==> src/rtl/mips_pkg.sv <==
// Shared definitions for the multiply/divide unit: op codes, FSM states, default width.
package mips_pkg;

    localparam int MD_XLEN = 32;

    localparam logic [2:0] MD_MULT  = 3'd0;
    localparam logic [2:0] MD_MULTU = 3'd1;
    localparam logic [2:0] MD_DIV   = 3'd2;
    localparam logic [2:0] MD_DIVU  = 3'd3;
    localparam logic [2:0] MD_MTHI  = 3'd4;
    localparam logic [2:0] MD_MTLO  = 3'd5;

    typedef enum logic [1:0] {
        MD_IDLE = 2'd0,
        MD_CALC = 2'd1,
        MD_FIX  = 2'd2
    } md_state_e;

endpackage

==> src/rtl/md_sign_fix.sv <==
// Combinational sign helpers: operand magnitudes at latch time and result
// negation when the unit finishes.
module md_sign_fix #(
    parameter int XLEN = 32
) (
    input  logic [XLEN-1:0]   a_in,
    input  logic [XLEN-1:0]   b_in,
    input  logic              is_signed,
    output logic [XLEN-1:0]   a_mag,
    output logic [XLEN-1:0]   b_mag,
    output logic              a_neg,
    output logic              b_neg,
    input  logic [2*XLEN-1:0] raw,
    input  logic              wide,
    input  logic              neg_hi,
    input  logic              neg_lo,
    output logic [2*XLEN-1:0] fixed
);

    always_comb begin
        a_neg = is_signed & a_in[XLEN-1];
        b_neg = is_signed & b_in[XLEN-1];
        a_mag = a_neg ? -a_in : a_in;
        b_mag = b_neg ? -b_in : b_in;

        // A product is negated as one 2*XLEN value; quotient and remainder separately.
        if (wide) begin
            fixed = neg_hi ? -raw : raw;
        end else begin
            fixed[2*XLEN-1:XLEN] = neg_hi ? -raw[2*XLEN-1:XLEN] : raw[2*XLEN-1:XLEN];
            fixed[XLEN-1:0]      = neg_lo ? -raw[XLEN-1:0]      : raw[XLEN-1:0];
        end
    end

endmodule

==> src/rtl/mult_div_unit.sv <==
// Iterative multiply/divide unit owning HI/LO: one bit per cycle, then a sign-fix cycle.
module mult_div_unit
    import mips_pkg::*;
#(
    parameter int XLEN = MD_XLEN
) (
    input  logic            clk,
    input  logic            rst,
    input  logic            start,
    input  logic [2:0]      op,
    input  logic [XLEN-1:0] rs_data,
    input  logic [XLEN-1:0] rt_data,
    output logic            busy,
    output logic            done,
    output logic [XLEN-1:0] hi,
    output logic [XLEN-1:0] lo
);

    localparam int ITER = XLEN;
    localparam int CW   = $clog2(ITER);

    md_state_e         state_q, state_d;
    logic [CW-1:0]     cnt_q, cnt_d;
    logic [2*XLEN-1:0] acc_q, acc_d;
    logic [XLEN-1:0]   opb_q, opb_d;
    logic              is_div_q, is_div_d;
    logic              neg_hi_q, neg_hi_d;
    logic              neg_lo_q, neg_lo_d;
    logic [XLEN-1:0]   hi_q, hi_d;
    logic [XLEN-1:0]   lo_q, lo_d;
    logic              busy_q, busy_d;
    logic              done_q, done_d;

    logic              op_signed;
    logic [XLEN-1:0]   a_mag, b_mag;
    logic              a_neg, b_neg;
    logic [2*XLEN-1:0] fixed;
    logic [XLEN:0]     mul_sum;
    logic [XLEN:0]     div_trial;

    assign op_signed = (op == MD_MULT) || (op == MD_DIV);

    md_sign_fix #(.XLEN(XLEN)) u_sign_fix (
        .a_in      (rs_data),
        .b_in      (rt_data),
        .is_signed (op_signed),
        .a_mag     (a_mag),
        .b_mag     (b_mag),
        .a_neg     (a_neg),
        .b_neg     (b_neg),
        .raw       (acc_q),
        .wide      (!is_div_q),
        .neg_hi    (neg_hi_q),
        .neg_lo    (neg_lo_q),
        .fixed     (fixed)
    );

    always_comb begin
        state_d  = state_q;
        cnt_d    = cnt_q;
        acc_d    = acc_q;
        opb_d    = opb_q;
        is_div_d = is_div_q;
        neg_hi_d = neg_hi_q;
        neg_lo_d = neg_lo_q;
        hi_d     = hi_q;
        lo_d     = lo_q;
        done_d   = 1'b0;

        // The upper accumulator half is the partial product or the running remainder.
        mul_sum   = {1'b0, acc_q[2*XLEN-1:XLEN]} + (acc_q[0] ? {1'b0, opb_q} : '0);
        div_trial = acc_q[2*XLEN-1:XLEN-1] - {1'b0, opb_q};

        case (state_q)
            MD_IDLE: begin
                if (start) begin
                    case (op)
                        MD_MULT, MD_MULTU: begin
                            acc_d    = {{XLEN{1'b0}}, a_mag};
                            opb_d    = b_mag;
                            is_div_d = 1'b0;
                            neg_hi_d = a_neg ^ b_neg;
                            neg_lo_d = a_neg ^ b_neg;
                            cnt_d    = '0;
                            state_d  = MD_CALC;
                        end
                        MD_DIV, MD_DIVU: begin
                            opb_d    = b_mag;
                            is_div_d = 1'b1;
                            cnt_d    = '0;
                            state_d  = MD_CALC;
                            // A zero divisor yields the raw restoring result on the raw dividend.
                            if (rt_data == '0) begin
                                acc_d    = {{XLEN{1'b0}}, rs_data};
                                neg_hi_d = 1'b0;
                                neg_lo_d = 1'b0;
                            end else begin
                                acc_d    = {{XLEN{1'b0}}, a_mag};
                                neg_hi_d = a_neg;
                                neg_lo_d = a_neg ^ b_neg;
                            end
                        end
                        MD_MTHI: hi_d = rs_data;
                        MD_MTLO: lo_d = rs_data;
                        default: ;
                    endcase
                end
            end
            MD_CALC: begin
                cnt_d = cnt_q + 1'b1;
                if (is_div_q) begin
                    if (!div_trial[XLEN]) begin
                        acc_d = {div_trial[XLEN-1:0], acc_q[XLEN-2:0], 1'b1};
                    end else begin
                        acc_d = {acc_q[2*XLEN-2:0], 1'b0};
                    end
                end else begin
                    acc_d = {mul_sum, acc_q[XLEN-1:1]};
                end
                if (cnt_q == CW'(ITER - 1)) begin
                    state_d = MD_FIX;
                end
            end
            MD_FIX: begin
                hi_d    = fixed[2*XLEN-1:XLEN];
                lo_d    = fixed[XLEN-1:0];
                done_d  = 1'b1;
                state_d = MD_IDLE;
            end
            default: state_d = MD_IDLE;
        endcase

        busy_d = (state_d != MD_IDLE);
    end

    always_ff @(posedge clk) begin
        if (rst) begin
            state_q  <= MD_IDLE;
            cnt_q    <= '0;
            acc_q    <= '0;
            opb_q    <= '0;
            is_div_q <= 1'b0;
            neg_hi_q <= 1'b0;
            neg_lo_q <= 1'b0;
            hi_q     <= '0;
            lo_q     <= '0;
            busy_q   <= 1'b0;
            done_q   <= 1'b0;
        end else begin
            state_q  <= state_d;
            cnt_q    <= cnt_d;
            acc_q    <= acc_d;
            opb_q    <= opb_d;
            is_div_q <= is_div_d;
            neg_hi_q <= neg_hi_d;
            neg_lo_q <= neg_lo_d;
            hi_q     <= hi_d;
            lo_q     <= lo_d;
            busy_q   <= busy_d;
            done_q   <= done_d;
        end
    end

    assign busy = busy_q;
    assign done = done_q;
    assign hi   = hi_q;
    assign lo   = lo_q;

endmodule

==> config.mk <==
export PLATFORM = sky130hd
export DESIGN_NAME = mult_div_unit
export DESIGN_NICKNAME = d
export VERILOG_FILES = /design/src/rtl/mips_pkg.sv /design/src/rtl/md_sign_fix.sv /design/src/rtl/mult_div_unit.sv
export SDC_FILE = /design/constraint.sdc
export NUM_CORES = 1
export LEC_CHECK = 0
export CAP_MARGIN = 10
export CORE_MARGIN = 10
export CORE_UTILIZATION = 40
export DETAILED_ROUTE_END_ITERATION = 16
export PLACE_DENSITY_LB_ADDON = 0.25
export SYNTH_ARGS = -nofsm -noshare
export SYNTH_HDL_FRONTEND = slang
export SYNTH_SLANG_ARGS = --single-unit
==> constraint.sdc <==
create_clock -name clk -period 3.3 [get_ports clk]
set_clock_uncertainty 0.1 [all_clocks]
set_input_delay 0.66 -clock clk [delete_from_list [all_inputs] [get_ports clk]]
set_output_delay 0.66 -clock clk [all_outputs]
set_load 0.02 [all_outputs]
==> results by group, run 1 <==
Run status
  • Status: complete, no violations

Clock network
  • Clock root cell: clkbuf_16
  • Clock sink total: 172
  • CTS Buffer Depth: 2
  • H-tree depth: 4
  • CTS tree: done
  • CTS clk-pin slew, worst paths: 0.07 ns
  • Worst skew pair latency: 0.46 ns
  • CTS Buf Count: 17

Pwr
  • Peak VDD IR: 0.3905 mV
  • LEAKAGE: 7.507 nW
  • NetSw: 0.002561 W
  • Sw Ratio: 36.29%
  • Gate power share: 37.0%
  • PwrDens: 376.9 nW/um^2
  • Sequential Power Share: 33.0%
  • Power Internal: 0.004495 W
  • Tot Pwr: 0.007056 W
  • Clock power share: 30.1%

Floorplanning
  • Die height: 205.8 um
  • Core ar.: 33,780 um^2
  • IO Pins: 136
  • Total Die Area: 42,370 um^2
  • # rows: 67
  • Die Wd: 205.8 um
  • Starting Density: 40.89%

STA
  • Fmax achieved: 307.3 MHz
  • Final Critical Period: 3.254 ns
  • Final-report max-slew violation count: 0
  • RSZ-0062 raised after global routing: true
  • Setup violators final: 0
  • Slew Limit Headroom: 37.39%
  • Final hold vios: 0
  • Worst-margin pin slew: 0.9357 ns
  • Final period util: 98.62%

Worst setup path
  • Crit-path max FO: 4
  • CP required: 3.56 ns
  • Crit path DAT: 3.51 ns
  • Internal reg-to-reg setup slack: 0.05 ns
  • Crit end category: register
  • WS Path Type: register to register
  • Nature of the critical path startpoint: register

Worst hold path
  • Hold WC Path Type: register to register

Yosys
  • Number of synthesis warnings: 0
  • Library cells used by synthesis: 80
  • Syn Area/Cell: 7.548 um^2
  • Seq cells post-synth: 172
  • Syn_nets: 1,972
  • Register area share after synthesis: 24.93%
  • Syn Inst Count: 1,830
  • Dominant synthesized flop cell: dfxtp_1
  • Number of synthesized flops with an enable pin: 0
  • Post-synthesis instance area: 13,810 um^2
  • Async SR Flop Fraction: 0%

Placement
  • Port bufs: 135
  • Gpl congestion: 0.9602
  • Final HPWL DP: 41.63 mm
  • Placed cells: 2,586
  • Placed instance area: 17,580 um^2

Drt
  • Vias per inst: 5.775
  • Vias after detailed routing: 15,210
  • WL/cell: 20.19 um
  • Initial DRT Pass Iterations: 7
  • Final ANT Viol Nets: 0
  • Final wirelength: 53.15 mm
  • DRT iter0 DRCs: 1,315
  • Number of remaining DRC errors: 0

Final layout
  • Post-route cell area: 18,720 um^2
  • P&R area growth vs syn: 35.53%
  • # diodes: 0
  • Filler Cells Inserted: 3,158
  • Share of layout cells above drive strength 1: 20.05%
  • Nets: 2,314
  • Final cell count without fillers: 2,633

GRT
  • Gr ovfl total: 0
  • Largest net degree at the start of global routing: 44
  • First-pass GRT wire length: 81.99 mm
  • Vias in the first global route: 14,740
  • Initial antenna violation count: 0
  • GRT Total Usage: 24.44%

Job
  • Max-capacitance violation count: 0
==> cells by family (layout without fill, tap and decap cells) <==
kind of cell | Yosys count | after routing | synth area share [%]
AOI/OAI and AO/OA | 626 | 626 | 29.47
and+or+nand+nor | 553 | 553 | 19.29
buffers and inverters | 188 | 543 | 5.308
DFF | 172 | 172 | 24.93
xor gates and xnor gates | 167 | 167 | 10.59
adders and majority gates | 72 | 72 | 6.630
muxes | 52 | 52 | 3.786
==> critical path: stages (launching register included) <==
cell and delay [ns]:
dfxtp_4 0.36, buf_6 0.13, clkinv_8 0.07, ha_4 0.13, or4b_4 0.49, nor4_4 0.21, a41oi_2 0.21, or4b_4 0.56
nand3b_4 0.21, buf_4 0.18, nand2_1 0.07, xnor2_1 0.13, nor2_1 0.08, o41ai_1 0.23
==> metal layers <==
metal / track usage, % / vias to the layer above / wire length (um)
met2: 38.67 / 561 / 23760
met4: 9.174 / 0 / 1838
met3: 3.790 / 89 / 3798
met5: 0 / - / 0
li1: - / 7396 / -
met1: 32.84 / 7159 / 23760
==> synth_stat cells, drive strengths merged (10+ instances only) <==
library cell	number	area, um^2
clkbuf	112	420.4
o221ai	22	192.7
nand2b	20	125.1
buf	17	91.34
a21o	30	225.2
o21bai	10	75.07
or3	24	155.1
o41ai	16	170.2
and3	12	75.07
inv	58	217.7
or4	17	146.4
nor2	224	840.8
a211oi	64	480.5
ha	70	875.8
nand3b	20	162.7
dfxtp	172	3443
or2	10	62.56
nor4	11	83.83
mux2i	50	500.5
a31oi	15	93.84
o21ai	151	755.7
nand4	15	93.84
nand3	18	90.09
nor3	27	135.1
a311oi	10	87.58
a21oi	165	825.8
a22oi	23	172.7
nand2	121	454.2
xor2	81	709.4
nor2b	15	93.84
o31ai	26	200.2
xnor2	86	753.2
o211ai	16	120.1
==> power by group through the flow <==
stage / Combinational (W) / Sequential (W) / Clock (W)
floorplan: 0.00137 / 0.00236 / 0
global placement: 0.00235 / 0.00236 / 0
detailed placement: 0.00237 / 0.00237 / 0
CTS: 0.00254 / 0.00232 / 0.00214
global route: 0.00282 / 0.00234 / 0.00222
finish: 0.00261 / 0.00233 / 0.00212
==> worst paths after layout <==
check | start | cells after the start | endpoint
worst max-delay path | acc_q[0] | 13 | hi[18]
worst min-delay path | hi[14] | 2 | hi[14]
worst max register to register | acc_q[0] | 13 | hi[18]
worst min register to register | hi[14] | 2 | hi[14]
==> flip-flops by register name, summed over array words and instances, names as in the netlist <==
name and flops:
done 1, neg_lo_q 1, neg_hi_q 1, acc_q 64, opb_q 32, lo 32
busy 1, state_q 2, hi 32, is_div_q 1, cnt_q 5
==> placed cells by master, fill, tap and decap left out, types with 12 or more instances in the layout <==
master           instances
a211oi_1                61
a21o_1                  30
a21oi_1                160
a22oi_1                 23
a31oi_1                 14
and3_1                  12
buf_4                  302
clkbuf_16               18
clkdlybuf4s50_1        134
dfxtp_1                167
ha_1                    66
inv_1                   57
mux2i_1                 49
nand2_1                119
nand2b_1                18
nand3_1                 18
nand3b_1                19
nand4_1                 15
nor2_1                 218
nor2b_1                 14
nor3_1                  26
o211ai_1                16
o21ai_0                124
o21ai_1                 23
o221ai_1                22
o31ai_1                 22
or3_1                   23
xnor2_1                 85
xor2_1                  81
==> metrics by stage <==
stage | setup slack [ns] | hold slack, ns | utilization (%) | setup TNS [ns]
after floorplan | 0.02532 | 0.3459 | - | 0
after global placement | -0.5159 | 0.3366 | 52.03 | -20.72
after detailed placement | -0.5421 | 0.3459 | 52.03 | -23.41
after CTS | -0.08689 | 0.3549 | 54.79 | -0.1169
after global routing | -0.1193 | 0.3830 | 55.42 | -0.4004
final | 0.04559 | 0.3483 | 55.42 | 0
==> final cells by class <==
type | count | area (um^2) | area share (%)
multi-input cells | 1470 | 9981 | 53.31
flip-flops and latches | 172 | 3455 | 18.45
well taps | 448 | 560.5 | 2.994
clock inverters | 13 | 142.6 | 0.7619
inverters | 59 | 234.0 | 1.250
repair buffers | 452 | 3896 | 20.81
clock buffers | 19 | 452.9 | 2.419
==> what timing repair did <==
item                       4_1_cts  5_1_grt
gates cloned                     3        1
gates resized for setup         43       51
setup endpoints to repair       65       58
pin swaps                       17       32
buffers inserted                10        4
hold buffers                     0        0
(Power assumes the default switching activity.)
==> run 2: changes to the inputs <==
--- a/config.mk
+++ b/config.mk
@@ -8,6 +8,7 @@
 export CAP_MARGIN = 10
 export CORE_MARGIN = 10
 export CORE_UTILIZATION = 40
+export CTS_CLUSTER_SIZE = 12
 export DETAILED_ROUTE_END_ITERATION = 16
 export PLACE_DENSITY_LB_ADDON = 0.25
 export SYNTH_ARGS = -nofsm -noshare
==> results of run 2 <==
The final DEF is identical to that of run 1; final timing and power are the same.
==> RTL edit (config.mk and constraints of run 2) <==
Reset style: asynchronous (`rst`), changed in one clocked block.
--- a/src/rtl/mult_div_unit.sv
+++ b/src/rtl/mult_div_unit.sv
@@ -134,5 +134,5 @@
     end
 
-    always_ff @(posedge clk) begin
+    always_ff @(posedge clk or posedge rst) begin
         if (rst) begin
             state_q  <= MD_IDLE;
Function: differs if rst is asserted again (counterexample within 4 cycles, from zero or initial values and one cycle with rst high); with rst held inactive, the same outputs for 4 cycles.
==> RTL edit against run 2 <==
The run now ends with setup timing left. Routed wire length shrank 9.3%. Sequential cell count stayed put. First-iteration DRC count up 1.4%. Synthesized cell count decreased by 6.5%. Setup slack worse by 82 ps. Area after synthesis decreased by 0.42%. Design area rose by 0.51%. Critical path type unchanged. Critical endpoint is now acc_q[62].
Power is left out: it rests on default switching activity, and per cell area and clock period it moved more than threefold.
==> RTL edit: results (changes against run 2) <==
- The flow ran to the end, but the final reports show violations.
- The checks that failed: setup timing.
- The maximum number of pins on one net before global-route repair came to 119 (+170%).
- The detailed-route wire length per cell came to 19.2 um (-5.1%).
- Counting instances in the post-synthesis netlist gives the leading cell types as nand2_1, dfrtp_1, nor2_1, o21ai_0, a21oi_1.
- The launch point of the critical path is acc_q[0].
- The maximum fanout along the worst path is 8 (+4).
- The share of async-settable or async-resettable flops after synthesis came to 100% (+100 points).
- The startpoint identified for the worst hold timing path is opb_q[11].
- The count of input and output buffers is 135 (unchanged).
- The delay contributed by the slowest stage of the critical path is 450 ps (-110 ps).
- The first-pass GRT wire length is 74700 um (-8.9%).
- The reported max-cap violation count is 0 (unchanged).
- The number of antenna cells inserted is 0 (unchanged).
- The number of distinct library cells after synthesis was 68 (-15%).
- The H-tree depth reported by CTS came to 4 (unchanged).
- The smallest setup slack after layout is -36.8 ps (-82.4 ps).
- The clock insertion delay at the later pin of the skew report is 450 ps.
- The share of cells above drive strength 1 is 21.3% (+1.3 points).
- In the post-synthesis netlist, the biggest area contributors are dfrtp_1, ha_1, xnor2_1.
- The largest buffer count on any clock path is 2 (unchanged).
- The final setup violation count is 1 (+1).
- The clock tree root buffer cell is clkbuf_16.
- Grouping stages by cell kind, the critical path spends the most delay in compound AO/OA/AOI/OAI gates.
- The post-synthesis sequential area ratio is 31.3% (+6.4 points).
- The total clock buffers created by CTS is 17 (unchanged).
- The post-CTS setup buffer count was 1 (-9).
- The register with the most flip-flops is acc_q.
- The total via count after detailed routing is 14200 (-6.4%).
- The number of antenna violations at the first check in global routing is 0 (unchanged).
- The number of gates resized after cts is 32 (-26%).
- The weighted congestion at the end of routability-driven global placement is 0.966 (+0.62%).
- The total global routing track utilization is 22.1% (-2.4 points).
- The max-slew headroom at the worst pin is 36.3% (-1.1 points).
- The detailed-router iteration count before antenna repair is 6 (-1).
- The total half-perimeter wirelength after legalization and detailed placement is 36200 um (-13%).
- The most used flip-flop cell after synthesis is dfrtp_1.
- The data arrival time at the worst-slack endpoint is 3540 ps (+30 ps).
- The final-stage net count was 2196 (-5.1%).
- The path type of the worst min-delay path is reg2reg.
- The slowest stage of the critical path belongs to the cell or4_4.
- The synthesized net count is 1853 (-6.0%).
- The starting DRC count in detailed routing is 1334 (+1.4%).
- The flip-flop count of the largest register after layout is 64 (unchanged).
- The Yosys warning count is 0 (unchanged).
- The clock-pin slew reported for the worst setup and hold paths after clock tree synthesis is 70 ps (about the same).
RTL edit: cell types whose count changed after synthesis, moves of 18 or more:
cell,run 2,this run
dfrtp_1,0,172
dfxtp_1,172,0
nand2_1,121,213
a211oi_1,64,10
a21oi_1,165,112
nor2_1,224,171
o21ai_0,134,157
o31ai_1,25,48
clkbuf_1,112,90
nand3b_1,19,1
RTL edit: worst paths after layout:
path	end	slack, ps	cells past startpoint
hold reg to reg	opb_q[11]	380	2
setup reg to reg	acc_q[62]	-40	16
hold / removal	opb_q[11]	380	2
max in group asynchronous	lo[27]	1880	3
min in group asynchronous	acc_q[4]	670	3
setup / recovery	acc_q[62]	-40	16
RTL edit: layout make-up:
type                       count  area (um^2)
multi-input combinational   1370         9390
inverter                      67          255
timing repair buffer         426         3700
clock inverter                14          163
fill                        3122        14900
clock buffer                  18          439
tap                          448          561
sequential                   172         4310
RTL edit: per-stage QoR:
stage,TNS (ps),instance area (um^2),cells,worst slack (ps)
floorplan,0,13800,1711,59.0
global placement,-14880,17500,2469,-443
detailed placement,-16110,17500,2469,-422
CTS,-38.4,18200,2502,-20.8
global route,-957,18800,2515,-190
finish,-36.8,18800,2515,-36.8
RTL edit: logic make-up (layout without fill, tap and decap cells):
family | after synthesis | count (layout) | share of synthesized area (%)
AOI/OAI and AO/OA | 525 | 525 | 24.6
muxes | 55 | 55 | 4.01
DFF | 172 | 172 | 31.3
and+or+nand+nor | 550 | 550 | 18.0
buffers and inverters | 169 | 525 | 4.70
xor gates and xnor gates | 168 | 168 | 10.7
adders and majority gates | 72 | 72 | 6.66
RTL edit: per-layer routing:
layer,GRT usage [%],share of wire [%],up-vias
met4,6.17,2.2,0
met1,30.5,46,6792
met5,0,0,-
li1,-,-,6865
met3,3.30,6.2,73
met2,35.1,45,496
